<file path="config.mk">
export PLATFORM = sky130hd
export DESIGN_NAME = mips_multicycle_ctrl
export DESIGN_NICKNAME = d
export VERILOG_FILES = /design/src/rtl/mips_multicycle_ctrl.sv
export SDC_FILE = /design/constraint.sdc
export NUM_CORES = 1
export LEC_CHECK = 0
export CAP_MARGIN = 15
export CORE_AREA = 2 2 42 44
export DETAILED_ROUTE_END_ITERATION = 10
export DIE_AREA = 0 0 44 46
export GPL_TIMING_DRIVEN = 0
export PLACE_DENSITY = 0.75
export SYNTH_ARGS = -nofsm -noshare
export SYNTH_HDL_FRONTEND = slang
export SYNTH_SLANG_ARGS = --single-unit
</file>
<file path="constraint.sdc">
create_clock -name clk -period 1.5 [get_ports clk]
set_input_delay 0.3 -clock clk [delete_from_list [all_inputs] [get_ports clk]]
set_output_delay 0.3 -clock clk [all_outputs]
set_load 0.01 [all_outputs]
</file>
<file path="src/rtl/mips_multicycle_ctrl.sv">
// Main control FSM for the multicycle MIPS core: sequences ALU, unified memory
// port and register file, and stretches memory states until memReady.
module mips_multicycle_ctrl #(
   parameter int OP_W    = 6,
   parameter int STATE_W = 4
) (
   input  logic               clk,
   input  logic               rst,
   input  logic [OP_W-1:0]    op,
   input  logic               zero,
   input  logic               memReady,
   output logic               memWrite,
   output logic               IorD,
   output logic               IRWrite,
   output logic               pcEn,
   output logic               regWrite,
   output logic               regDst,
   output logic               memtoReg,
   output logic               aluSrcA,
   output logic [1:0]         aluSrcB,
   output logic [1:0]         aluOp,
   output logic [1:0]         pcSrc,
   output logic               illegal,
   output logic               retire,
   output logic [STATE_W-1:0] state
);

   typedef enum logic [3:0] {
      FETCH    = 4'd0,
      DECODE   = 4'd1,
      MEMADR   = 4'd2,
      MEMREAD  = 4'd3,
      MEMWB    = 4'd4,
      MEMWRITE = 4'd5,
      EXECUTE  = 4'd6,
      ALUWB    = 4'd7,
      BRANCH   = 4'd8,
      ADDIEX   = 4'd9,
      ADDIWB   = 4'd10,
      JUMP     = 4'd11
   } ctrlState_t;

   localparam logic [OP_W-1:0] OP_LW   = OP_W'(6'b100011);
   localparam logic [OP_W-1:0] OP_SW   = OP_W'(6'b101011);
   localparam logic [OP_W-1:0] OP_R    = OP_W'(6'b000000);
   localparam logic [OP_W-1:0] OP_BEQ  = OP_W'(6'b000100);
   localparam logic [OP_W-1:0] OP_ADDI = OP_W'(6'b001000);
   localparam logic [OP_W-1:0] OP_J    = OP_W'(6'b000010);

   ctrlState_t curState, nextState;
   logic       pcWrite, branch;

   assign state = STATE_W'(curState);

   always_ff @(posedge clk or posedge rst) begin
      if (rst) curState <= FETCH;
      else     curState <= nextState;
   end

   // Memory handshake: an access is presented for as long as the FSM sits in
   // FETCH/MEMREAD/MEMWRITE; it completes in the cycle memReady is 1, and only
   // that cycle may commit IRWrite, the PC increment or retire a store.
   always_comb begin
      nextState = curState;
      memWrite  = 1'b0;
      IorD      = 1'b0;
      IRWrite   = 1'b0;
      pcWrite   = 1'b0;
      branch    = 1'b0;
      regWrite  = 1'b0;
      regDst    = 1'b0;
      memtoReg  = 1'b0;
      aluSrcA   = 1'b0;
      aluSrcB   = 2'b00;
      aluOp     = 2'b00;
      pcSrc     = 2'b00;
      illegal   = 1'b0;
      retire    = 1'b0;
      case (curState)
         FETCH: begin
            aluSrcB = 2'b01;
            IRWrite = memReady;
            pcWrite = memReady;
            if (memReady) nextState = DECODE;
         end
         DECODE: begin
            aluSrcB = 2'b11;
            if (op == OP_LW || op == OP_SW) nextState = MEMADR;
            else if (op == OP_R)            nextState = EXECUTE;
            else if (op == OP_BEQ)          nextState = BRANCH;
            else if (op == OP_ADDI)         nextState = ADDIEX;
            else if (op == OP_J)            nextState = JUMP;
            else begin
               nextState = FETCH;
               illegal   = 1'b1;
            end
         end
         MEMADR: begin
            aluSrcA = 1'b1;
            aluSrcB = 2'b10;
            if (op == OP_SW)      nextState = MEMWRITE;
            else if (op == OP_LW) nextState = MEMREAD;
            else                  nextState = FETCH;
         end
         MEMREAD: begin
            IorD = 1'b1;
            if (memReady) nextState = MEMWB;
         end
         MEMWB: begin
            memtoReg  = 1'b1;
            regWrite  = 1'b1;
            retire    = 1'b1;
            nextState = FETCH;
         end
         MEMWRITE: begin
            IorD     = 1'b1;
            memWrite = 1'b1;
            retire   = memReady;
            if (memReady) nextState = FETCH;
         end
         EXECUTE: begin
            aluSrcA   = 1'b1;
            aluOp     = 2'b10;
            nextState = ALUWB;
         end
         ALUWB: begin
            regDst    = 1'b1;
            regWrite  = 1'b1;
            retire    = 1'b1;
            nextState = FETCH;
         end
         BRANCH: begin
            aluSrcA   = 1'b1;
            aluOp     = 2'b01;
            pcSrc     = 2'b01;
            branch    = 1'b1;
            retire    = 1'b1;
            nextState = FETCH;
         end
         ADDIEX: begin
            aluSrcA   = 1'b1;
            aluSrcB   = 2'b10;
            nextState = ADDIWB;
         end
         ADDIWB: begin
            regWrite  = 1'b1;
            retire    = 1'b1;
            nextState = FETCH;
         end
         JUMP: begin
            pcSrc     = 2'b10;
            pcWrite   = 1'b1;
            retire    = 1'b1;
            nextState = FETCH;
         end
         default: nextState = FETCH;
      endcase
      // Reset overrides FETCH's Mealy terms so nothing strobes while held.
      if (rst) begin
         memWrite = 1'b0;
         IorD     = 1'b0;
         IRWrite  = 1'b0;
         pcWrite  = 1'b0;
         branch   = 1'b0;
         regWrite = 1'b0;
         regDst   = 1'b0;
         memtoReg = 1'b0;
         aluSrcA  = 1'b0;
         aluSrcB  = 2'b00;
         aluOp    = 2'b00;
         pcSrc    = 2'b00;
         illegal  = 1'b0;
         retire   = 1'b0;
      end
      pcEn = pcWrite | (branch & zero);
   end

endmodule

</file>
==> results.sh <==
export IMPL_stdcell_area_um2=1231
export IMPL_wirelength_um=2611
export IMPL_slew_headroom_pct=74.19
export IMPL_seqCellArea_um2=103.9
export IMPL_p_leak_nw=0.5511
export IMPL_worstSetupEndpoint="illegal"
export IMPL_wire_per_inst_um=17.41
export IMPL_largest_register_ffs=4
export IMPL_seq_area_frac_synth_pct=17.82
export IMPL_timing_rr_end="state[0]"
export IMPL_synthCells=79
export IMPL_n_antenna_cell=0
export IMPL_maxSlewViolCount=0
export IMPL_ant_nets=0
export IMPL_synth_top_area_share_pct=17.82
export IMPL_syn_to_final_growth_pct=119.2
export IMPL_ff2ff_setup_slack_ns=-0.04
export IMPL_port_buffers=28
export IMPL_hold_class="in -> async"
export IMPL_layout_common_cells="buf_2, buf_6, buf_4"
export IMPL_rsz0062_at_grt="yes"
export IMPL_synth_nets=89
export IMPL_r2r_cells=6
export IMPL_ys_ff_latch=4
export IMPL_maxCapViolations=0
export IMPL_finalCriticalPeriod_ns=1.819
export IMPL_antenna_found_initial=0
export IMPL_first_pass_iters=4
export IMPL_grtUsageMet3_pct=3.571
export IMPL_layout_commonest_cell="buf_2"
export IMPL_period_share_pct=121.2
export IMPL_clock_fmax_ghz=0.5498
export IMPL_drt_iter0_markers=34
export IMPL_num_vias=863
export IMPL_fill_cells=125
export IMPL_synth_area_um2=561.8
export IMPL_grt_total_usage_pct=26.55
export IMPL_start_util_pct=34.81
export IMPL_clock_skew_ns=0.003102
export IMPL_setup_violations=17
export IMPL_io_pins=30
export IMPL_busiest_layer="met2"
export IMPL_critPathLaunchType="flip-flop"
export IMPL_numCtsBuffers=3
export IMPL_vias_per_cell=5.753
export IMPL_clk_path_buf_depth=2
export IMPL_place_hpwl_um=1347
export IMPL_clock_sinks=4
export IMPL_final_nets=144
export IMPL_fin_tns_setup_ns=-3.067
export IMPL_worst_setup_path_end_kind="output port"
export IMPL_multi_input_area_um2=595.6
export IMPL_grt_overflow=0
export IMPL_row_count=15
export IMPL_crit_fanout=4
export IMPL_grt_max_degree=10
export IMPL_yosysWarnings=0
export IMPL_die_w_um=44
export IMPL_drive_above_1_share_pct=61.65
export IMPL_syn_avg_cell_area_um2=7.111
export IMPL_cts_tree="done"
export IMPL_coreArea_um2=1614
export IMPL_startpoint="state[1]"
export IMPL_drc=0
export IMPL_synthTopCellsByArea="dfrtp_1, nor3_1, nor2_1"
export IMPL_critPathKind="reg -> out"
export IMPL_place_gp_congestion=0.9132
export IMPL_ir_drop_v=0.0004649
export IMPL_first_global_vias=845
export IMPL_clkTransAtPathRegs_ns=0.04
export IMPL_fp_dieH_um=46
export IMPL_grt_first_pass_wirelength_um=3850
export IMPL_setup_slack_ns=-0.3187
export IMPL_ys_types=37
export IMPL_crit_required_ns=1.20
export IMPL_power_density_nw_per_um2=485.7
export IMPL_yosysTopAreaCell="dfrtp_1"
export IMPL_finalPower_w=0.0005980
export IMPL_place_area_um2=905.9
export IMPL_clk_latency_ns=0.25
export IMPL_hold_viol=0
export IMPL_use_met2_pct=44.41
export IMPL_status="complete, but fails checks"
export IMPL_die_area_um2=2024
export IMPL_r2r_start="state[1]"
export IMPL_use_met1_pct=31.12
export IMPL_cts_root_buf="clkbuf_4"
export IMPL_violations="negative setup slack"
export IMPL_worstMarginPinSlew_ns=0.3855
export IMPL_cp_data_arrival_time_ns=1.52
export IMPL_htreeDepth=1
[Yosys cell counts, drive strengths merged]
library cell / number
nor2: 9
nor3: 8
buf: 5
nor4: 5
dfrtp: 4
nand2: 4
nor2b: 4
inv: 3
nand2b: 3
nand3: 3
o21ai: 3
a211oi: 2
a21oi: 2
clkbuf: 2
nand4: 2
nor3b: 2
o21a: 2
xnor2: 2
a211o: 1
a21bo: 1
a311oi: 1
a31oi: 1
and3: 1
and3b: 1
nand3b: 1
nor4b: 1
o211ai: 1
o221ai: 1
o22a: 1
o22ai: 1
or4: 1
xor2: 1
[area by class of cell]
| cell class | count | area share, % |
|---|---|---|
| multi-input combinational | 65 | 48.37 |
| clock buffer | 4 | 2.134 |
| tap | 17 | 1.728 |
| timing repair buffer | 50 | 31.61 |
| inverter | 3 | 1.728 |
| sequential | 4 | 8.435 |
| buffer | 7 | 5.996 |
[kinds of logic (layout without fill, tap and decap cells)]
logic type | count (synthesis) | count (layout) | synth area share (%)
DFF | 4 | 4 | 17.82
and+or+nand+nor | 45 | 45 | 44.99
AOI/OAI and AO/OA | 17 | 17 | 22.05
buffers and inverters | 10 | 64 | 10.47
xor gates and xnor gates | 3 | 3 | 4.678
[metal layers]
metal  share of wire, %  vias up
met5                  0        -
met4                2.5        0
met3                5.3        7
met2                 54       49
met1                 38      407
li1                   -      400
[worst min-delay path by stage]
stage                     slack, ns        to
after global routing           0.32  state[2]
after CTS                      0.28  state[2]
after global placement         0.72  state[2]
final                          0.31  state[2]
after floorplan                0.34  state[0]
after detailed placement       0.73  state[2]
[timing repair]
| action | 4_1_cts | 5_1_grt |
|---|---|---|
| buffers inserted | 15 | 6 |
| endpoints found under the setup margin | 20 | 17 |
| pin swaps | 8 | 4 |
| hold buffers | 0 | 0 |
| cloned | 1 | 0 |
| resized for setup | 117 | 14 |
[stage by stage]
| stage | setup slack, ns | utilization, % | hold WS, ns | instances |
|---|---|---|---|---|
| after floorplan | -0.07218 | - | 0.3432 | 79 |
| after global placement | -1.036 | 56.12 | 0.7231 | 124 |
| after detailed placement | -1.056 | 56.12 | 0.7298 | 124 |
| after CTS | -0.2585 | 69.69 | 0.2812 | 144 |
| after global routing | -0.3531 | 76.28 | 0.3187 | 150 |
| final | -0.3187 | 76.28 | 0.3108 | 150 |
[where the power goes]
part,switching (W),internal [W]
Clock,0.0000569,0.000101
Sequential,0.0000110,0.000116
Combinational,0.000155,0.000159
[worst max-delay path: stages (launching register included)]
cell and delay (ns):
dfrtp_2 0.43, buf_6 0.14, nor2b_4 0.16, nand4_1 0.19, nor3b_2 0.20, buf_2 0.16
(Power assumes the default switching activity.)
